`src/rtl/spi_slave_mode.sv`:
```
// spi_slave_mode: SPI slave supporting all four SPI modes, MSB-first frame of an address (MSB = R/W) then a data word.
// Ports: clk/rst_n (async active-low reset); CPOL/CPHA mode, latched while idle; spi_cs/spi_sck/spi_mosi in, spi_miso out;
//   txdata in (valid the cycle after txreq), txreq pulse; addr + addr_valid; rxdata + rx_valid; spi_over / frame_err at cs release.
// Config: define SPI_SLAVE_BURST_EN for multi-word frames with auto-incrementing address.
module spi_slave_mode #(
  parameter int DATA_WIDTH  = 16,
  parameter int ADDR_WIDTH  = 8,
  parameter int SYNC_STAGES = 2
) (
  input  logic                  clk,
  input  logic                  rst_n,
  input  logic                  CPOL,
  input  logic                  CPHA,
  input  logic                  spi_cs,
  input  logic                  spi_sck,
  input  logic                  spi_mosi,
  output logic                  spi_miso,
  input  logic [DATA_WIDTH-1:0] txdata,
  output logic                  txreq,
  output logic [ADDR_WIDTH-1:0] addr,
  output logic                  addr_valid,
  output logic [DATA_WIDTH-1:0] rxdata,
  output logic                  rx_valid,
  output logic                  spi_over,
  output logic                  frame_err
);
  localparam int CW = $clog2(DATA_WIDTH + ADDR_WIDTH);
  typedef enum logic [1:0] {IDLE, ADDR, DATA, DONE} state_t;
  state_t state, state_nx;
  logic [SYNC_STAGES-1:0] cs_sy, sck_sy, mosi_sy;
  logic cs_s, sck_s, mosi_s, cs_d, sck_d;
  logic cpol_q, cpha_q;
  logic cs_fall, cs_rise, sck_rise, sck_fall, lead, trail, samp, shft;
  logic addr_last, word_last, boundary, over, err, rw, drv, ld;
  logic [CW-1:0] cnt;
  logic [ADDR_WIDTH-2:0] a_sr;
  logic [DATA_WIDTH-2:0] d_sr;
  logic [DATA_WIDTH-1:0] tx_sr;
  logic [ADDR_WIDTH-1:0] a_nx;
  logic [DATA_WIDTH-1:0] d_nx;
  always_ff @(posedge clk or negedge rst_n)
    if (!rst_n) begin
      cs_sy   <= '0;
      sck_sy  <= '0;
      mosi_sy <= '0;
      cs_d    <= 1'b0;
      sck_d   <= 1'b0;
    end else begin
      cs_sy   <= {cs_sy[SYNC_STAGES-2:0], spi_cs};
      sck_sy  <= {sck_sy[SYNC_STAGES-2:0], spi_sck};
      mosi_sy <= {mosi_sy[SYNC_STAGES-2:0], spi_mosi};
      cs_d    <= cs_s;
      sck_d   <= sck_s;
    end
  assign cs_s      = cs_sy[SYNC_STAGES-1];
  assign sck_s     = sck_sy[SYNC_STAGES-1];
  assign mosi_s    = mosi_sy[SYNC_STAGES-1];
  assign cs_fall   = cs_d & ~cs_s;
  assign cs_rise   = ~cs_d & cs_s;
  assign sck_rise  = sck_s & ~sck_d;
  assign sck_fall  = ~sck_s & sck_d;
  assign lead      = cpol_q ? sck_fall : sck_rise;
  assign trail     = cpol_q ? sck_rise : sck_fall;
  assign samp      = cpha_q ? trail : lead;
  assign shft      = cpha_q ? lead : trail;
  assign rw        = addr[ADDR_WIDTH-1];
  assign a_nx      = {a_sr, mosi_s};
  assign d_nx      = {d_sr, mosi_s};
  assign addr_last = state == ADDR && samp && !cs_rise && cnt == CW'(ADDR_WIDTH-1);
  assign word_last = state == DATA && samp && !cs_rise && cnt == CW'(DATA_WIDTH-1);
  // Raw cs gates miso so it drops as soon as the master releases the bus, not after sync delay.
  assign spi_miso  = !spi_cs && state == DATA && drv && tx_sr[DATA_WIDTH-1];
`ifdef SPI_SLAVE_BURST_EN
  logic any_word;
  always_ff @(posedge clk or negedge rst_n)
    if (!rst_n) any_word <= 1'b0;
    else any_word <= state == IDLE ? 1'b0 : any_word | word_last;
  assign boundary = any_word && cnt == '0;
`else
  assign boundary = 1'b0;
`endif
  always_ff @(posedge clk or negedge rst_n)
    if (!rst_n) state <= IDLE;
    else state <= state_nx;
  always_comb begin
    state_nx = state;
    over     = 1'b0;
    err      = 1'b0;
    case (state)
      IDLE: state_nx = cs_fall ? ADDR : IDLE;
      ADDR: begin
        err      = cs_rise;
        state_nx = cs_rise ? IDLE : addr_last ? DATA : ADDR;
      end
      DATA: begin
        over     = cs_rise && boundary;
        err      = cs_rise && !boundary;
`ifdef SPI_SLAVE_BURST_EN
        state_nx = cs_rise ? IDLE : DATA;
`else
        state_nx = cs_rise ? IDLE : word_last ? DONE : DATA;
`endif
      end
      default: begin
        over     = cs_rise;
        state_nx = cs_rise ? IDLE : DONE;
      end
    endcase
  end
  always_ff @(posedge clk or negedge rst_n)
    if (!rst_n) begin
      cpol_q     <= 1'b0;
      cpha_q     <= 1'b0;
      cnt        <= '0;
      a_sr       <= '0;
      d_sr       <= '0;
      tx_sr      <= '0;
      drv        <= 1'b0;
      ld         <= 1'b0;
      addr       <= '0;
      addr_valid <= 1'b0;
      txreq      <= 1'b0;
      rxdata     <= '0;
      rx_valid   <= 1'b0;
      spi_over   <= 1'b0;
      frame_err  <= 1'b0;
    end else begin
      addr_valid <= 1'b0;
      txreq      <= 1'b0;
      rx_valid   <= 1'b0;
      spi_over   <= over;
      frame_err  <= err;
      ld         <= txreq;
      if (state == IDLE) begin
        cpol_q <= CPOL;
        cpha_q <= CPHA;
        cnt    <= '0;
        drv    <= 1'b0;
      end
      if ((state == ADDR || state == DATA) && samp && !cs_rise) cnt <= (addr_last || word_last) ? '0 : cnt + CW'(1);
      if (state == ADDR && samp && !cs_rise) a_sr <= a_nx[ADDR_WIDTH-2:0];
      if (state == DATA && samp && !cs_rise) d_sr <= d_nx[DATA_WIDTH-2:0];
      if (addr_last) begin
        addr       <= a_nx;
        addr_valid <= 1'b1;
        txreq      <= a_nx[ADDR_WIDTH-1];
      end
      if (word_last) begin
        if (!rw) rxdata <= d_nx;
        rx_valid <= !rw;
`ifdef SPI_SLAVE_BURST_EN
        addr       <= {rw, addr[ADDR_WIDTH-2:0] + (ADDR_WIDTH-1)'(1)};
        addr_valid <= 1'b1;
        txreq      <= rw;
        drv        <= 1'b0;
`endif
      end
      // The first shift edge of a read word only enables the driver (MSB already loaded); later ones shift.
      if (ld) tx_sr <= txdata;
      else if (state == DATA && shft && !cs_rise && rw) begin
        if (drv) tx_sr <= {tx_sr[DATA_WIDTH-2:0], 1'b0};
        drv <= 1'b1;
      end
    end
endmodule

```
`config.mk`:
```
export PLATFORM = sky130hd
export DESIGN_NAME = spi_slave_mode
export DESIGN_NICKNAME = d
export VERILOG_FILES = /design/src/rtl/spi_slave_mode.sv
export SDC_FILE = /design/constraint.sdc
export NUM_CORES = 1
export LEC_CHECK = 0
export ABC_AREA = 1
export BUFFER_PORTS_ARGS = -buffer_cell sky130_fd_sc_hd__buf_4
export CORE_ASPECT_RATIO = 0.75
export CORE_MARGIN = 2
export CORE_UTILIZATION = 30
export CTS_CLUSTER_SIZE = 30
export DETAILED_ROUTE_END_ITERATION = 12
export MAX_ROUTING_LAYER = met4
export PLACE_DENSITY_LB_ADDON = 0.12
export REMOVE_ABC_BUFFERS = 1
export SLEW_MARGIN = 20
export SYNTH_ARGS = -nofsm -noshare
export SYNTH_HDL_FRONTEND = slang
export SYNTH_SLANG_ARGS = --single-unit
export TNS_END_PERCENT = 100
```
`constraint.sdc`:
```
create_clock -name clk -period 3.2 [get_ports clk]
set_clock_uncertainty 0.1 [all_clocks]
set_input_delay 0.16 -clock clk [delete_from_list [all_inputs] [get_ports clk]]
set_output_delay 0.16 -clock clk [all_outputs]
set_load 0.01 [all_outputs]
```
## Word level (Yosys, flattened, before mapping)

Cells that the tools add are included.

| word-level totals | value |
|---|---|
| flip-flop bits (word level) | 86 |
| latch bits | 0 |
| memory bits (writable) | 0 |
| memory bits (read-only) | 0 |
| output and inout port bits | 30 |
| logic and storage cells | 87 |
| memories | 0 |

| operators by class | value |
|---|---|
| $add $sub $neg | 1 |
| $mul | 0 |
| divide/modulo/power cells | 0 |
| order comparisons | 0 |
| equal/unequal tests | 4 |
| shift-type cells | 0 |
| multiplexer cells | 25 |
| bitwise gates (word level) | 9 |
| reduce and logical (&&, ||, !) cells | 27 |

Operators with widths:

| cell | number |
|---|---|
| $mux 16 | 3 |
| $mux 5 | 3 |
| $logic_and 1x1->1 | 14 |
| $mux 1 | 14 |
| $mux 2 | 4 |
| $pmux 2 s3 | 1 |
| $reduce_bool 2->1 | 3 |
| $add 5x1->5 const B | 1 |
| $eq 5x3->1 const B | 1 |
| $eq 5x4->1 const B | 1 |
| $not 1->1 | 5 |
| $and 1x1->1 | 4 |
| $reduce_and 2->1 | 2 |
| $logic_not 1->1 | 3 |
| $reduce_or 3->1 | 1 |
| $eq 2x1->1 const B | 1 |
| $eq 2x2->1 const B | 1 |
| $logic_not 2->1 | 1 |
| $logic_or 1x1->1 | 2 |
| $reduce_or 2->1 | 1 |

## Logic depth before layout (Yosys ltp)

| depth | value |
|---|---|
| depth in word-level cells | 10 |
| gate-level depth with buffers | 10 |

## Least setup slack after synthesis

Ideal clock, no wire load.

| timing path | value |
|---|---|
| path type | reg-to-reg |
| start point | reg cnt[0] |
| end point | reg rxdata[10] |
| arrival | 1477 ps |
| path slack | 1558 ps |
| stages on the path, launching flop included | 10 |
| buffers on the path | 1 |
| path through | dfrtp_1 > ha_1 > nand2_1 > nor2_1 > ha_1 > nand4_4 > inv_2 > buf_4 > nand3_1 > nand2_1 |

| between the ends | value |
|---|---|
| longest elaborated chain between the ends | 3 |

RTL lines:

| what | line | source |
|---|---|---|
| start, declared | 35 | `logic [CW-1:0] cnt;` |
| start signal, assigned | 140 | `if ((state == ADDR \|\| state == DATA) && samp && !cs_rise) cnt <= (addr_last \|\| word_last) ? '0 : cnt + CW'(1);` |
| $eq 5x4->1 | 70 | `assign word_last = state == DATA && samp && !cs_rise && cnt == CW'(DATA_WIDTH-1);` |
| $logic_and 1x1->1 | 70 |  |
| $reduce_and 2->1 (no source line) | -- |  |
| end signal, assigned | 149 | `if (!rw) rxdata <= d_nx;` |
| end, declared | 22 | `output logic [DATA_WIDTH-1:0] rxdata,` |

Every way passes these cells.
A chain may end at the register's enable or synchronous reset.

## Final worst setup path

| timing path | value |
|---|---|
| start point | reg ld |
| end point | reg tx_sr[13] |

| between the ends | value |
|---|---|
| longest elaborated chain between the ends | 2 |
| elaborated cells on any way between the ends | 4 |

RTL lines:

| what | line | source |
|---|---|---|
| start, declared | 34 | `logic addr_last, word_last, boundary, over, err, rw, drv, ld;` |
| start signal, assigned | 133 | `ld <= txreq;` |
| $reduce_bool 2->1 (no source line) | -- |  |
| $reduce_and 2->1 (no source line) | -- |  |
| end signal, assigned | 159 | `if (ld) tx_sr <= txdata;` |
| end signal, assigned | 161 | `if (drv) tx_sr <= {tx_sr[DATA_WIDTH-2:0], 1'b0};` |
| end, declared | 38 | `logic [DATA_WIDTH-1:0] tx_sr;` |

Parallel ways exist; a longest one is shown, timed or not.

==> impl_metrics.tcl <==
set metrics [dict create \
    die-width_um 132 \
    crit_type "reg -> reg" \
    post_cts_resized 0 \
    dr.pass1.iters 4 \
    final_nets 511 \
    ys_seq_elements 86 \
    postCtsSetupRepairBufs 0 \
    totalWireLength_mm 7.96 \
    yosysSeqAreaShare_pct 58.0 \
    overflow 0 \
    leakage_nw 2.33 \
    yosysTopAreaCell "dfrtp_1" \
    cp.required_ps 3320 \
    dp_slack_ps 1050 \
    final-setup-viol-count 0 \
    final_util_pct 37.8 \
    syn_avg_cell_area_um2 8.73 \
    yosysWarnings 0 \
    io_buffers 52 \
    core_um2 12200 \
    hp-class "in -> reg" \
    worstMarginPinSlew_ps 898 \
    cts.sinks 86 \
    max-clock-path-buffers 2 \
    dieArea_um2 13300 \
    synth_top_area_share_pct 58.0 \
    cts-root-buf "clkbuf_16" \
    antennaDiodeCount 0 \
    gp_congestion 0.719 \
    grt_pass1_wl_mm 13.8 \
    layout-drive-gt1-share_pct 18.7 \
    crit_slowest_cell "inv_1" \
    global_route.usage.total_pct 13.5 \
    crit_path_start_kind "flip-flop" \
    dpl_cell_area_um2 4240 \
    clock_latency_ps 330 \
    worstPathArrival_ps 2250 \
    synthFlopType "dfrtp_1" \
    drc 0 \
    cp-end-kind "flip-flop" \
    final_antenna_net_count 0 \
    io-pin-count 53 \
    fin_area_um2 4600 \
    grt_max_degree 64 \
    synth_cells 425 \
    layout_setup_ws_ps 1070 \
    synth_top_cells_by_area "dfrtp_1, nand2_1, nand3_1" \
    hpwl_mm 5.10 \
    rows 35 \
    fmax_mhz 470 \
    syn_area_um2 3710 \
    first_global_vias 2811 \
    synth_common_cells "nand2_1, dfrtp_1, nand3_1" \
    setup_tns_ps 0 \
    areaGrowthSynthToFinish_pct 24.0 \
    total_power_mw 2.41 \
    min_period_ps 2130 \
    ir_drop_uv 226 \
    slew_headroom_pct 40.1 \
    wire_per_inst_um 12.2 \
    rsz0062_at_grt "false" \
    via_count 2823 \
    max_cap_violations 0 \
    synth-edff-count 0 \
    crit_top_cell "nand2_1" \
    drt-initial-drc-count 87 \
    die_h_um 100 \
    status "finished, final reports clean" \
    period_share_pct 66.5 \
    cts.htree.levels 3 \
    n_fill_cell 1327 \
    synth_cell_types 24 \
    cts_tree "done" \
    hold_viol 0 \
    cts_buffers 9 \
    yosys.cell_count.top_type "nand2_1" \
    worstPathMaxFanout 33 \
    async_flop_share_pct 100 \
    p_per_area_nw_per_um2 523 \
    start_util_pct 30.5 \
    slew_violations 0 \
    antenna_found_initial 0 \
    clk_pin_slew_ps 60 \
    worstPathCellList "inv_1 -> nand2_2 -> nand2_1 -> nand2_1" \
    cpPeakStageDelay_ps 750 \
    post_drt_via_cell_ratio 4.32 \
]
[placed cells by master, fill, tap and decap left out]
cell | netlist | layout
nor2_8 | 1 | 1
nand4_4 | 1 | 1
o21ai_0 | 4 | 4
nand3_1 | 46 | 46
xnor2_1 | 1 | 1
nand3_2 | 4 | 4
dfrtp_1 | 86 | 86
clkinvlp_4 | 0 | 1
clkbuf_16 | 0 | 9
nor3_1 | 2 | 2
xor2_1 | 1 | 1
o21ai_1 | 30 | 30
nor2_2 | 2 | 2
nand2_4 | 1 | 1
clkinv_2 | 0 | 1
nand2_2 | 3 | 3
inv_2 | 10 | 10
nand2_1 | 166 | 166
bufinv_16 | 0 | 1
buf_4 | 2 | 54
ha_1 | 6 | 6
clkinv_4 | 0 | 2
nor2_1 | 13 | 13
a21oi_1 | 1 | 1
inv_1 | 31 | 31
dlygate4sd3_1 | 0 | 7
nand3_4 | 1 | 1
clkbuf_1 | 6 | 2
[metrics by stage]
step | hold slack (ps) | instances
global placement | 170 | 630
detailed placement | 174 | 630
floorplan | -236 | 410
finish | 26.2 | 653
global route | 39.9 | 653
CTS | 14.0 | 653
[cells by family (layout without fill, tap and decap cells)]
kind of cell               Yosys count  in the layout  synth area share, %
and+or+nand+nor                    240            240                 28.4
DFF                                 86             86                 58.0
buffers and inverters               56            118                 6.44
AOI/OAI and AO/OA                   35             35                 4.72
adders and majority gates            6              6                 2.02
xor gates and xnor gates             2              2                0.472
[final cells by class]
type	instances	area (um2)	share of cell area [%]
inverters	41	154	3.34
repair buffers	61	475	10.3
multi-input cells	283	1320	28.7
flip-flops and latches	86	2150	46.8
well taps	166	208	4.51
clock inverters	5	60.1	1.30
clock buffers	11	233	5.06
[registers in the layout, indices dropped and copies added (netlist names), 2 cells and up]
| signal | cells |
|---|---|
| tx_sr | 16 |
| cnt | 5 |
| addr | 8 |
| state | 2 |
| rxdata | 16 |
| mosi_sy | 2 |
| sck_sy | 2 |
| a_sr | 7 |
| d_sr | 15 |
| cs_sy | 2 |
[timing repair]
item	in CTS	in global routing
setup endpoints to repair	0	0
endpoints found under the hold margin	67	0
hold buffers	7	0
[report_power, final]
part | leakage [nW] | internal [mW] | switching (mW)
Combinational | 1.11 | 0.0758 | 0.129
Clock | 0.140 | 0.607 | 0.426
Sequential | 1.09 | 1.14 | 0.0319
Total | 2.33 | 1.82 | 0.587
[worst max-delay path: cells and delay by family (launching register included)]
family	cells	cell delay [ps]
buf+inv	1	750
flops	1	570
simple gates	3	590
[metal layers]
metal  wire, um  vias up  track usage (%)
met3        391        7             4.19
met5          0        -                -
met4         69        0             3.72
met2       3370       57             20.4
li1           -     1447                -
met1       4130     1312             17.7
[final timing paths]
check / startpoint / endpoint / slack (ps) / cells past startpoint
setup / recovery: ld$_DFF_PN0_ / tx_sr[13]$_DFFE_PN0P_ / 1070 / 4
hold / removal: txdata[1] / tx_sr[1]$_DFFE_PN0P_ / 30 / 5
setup reg to reg: ld$_DFF_PN0_ / tx_sr[13]$_DFFE_PN0P_ / 1070 / 4
hold reg to reg: sck_sy[0]$_DFF_PN0_ / sck_sy[1]$_DFF_PN0_ / 250 / 0
max in group asynchronous: rst_n / d_sr[11]$_DFFE_PN0P_ / 1930 / 3
min in group asynchronous: rst_n / cpol_q$_DFFE_PN0P_ / 350 / 2
No activity file was read; power rests on OpenSTA's default activity.
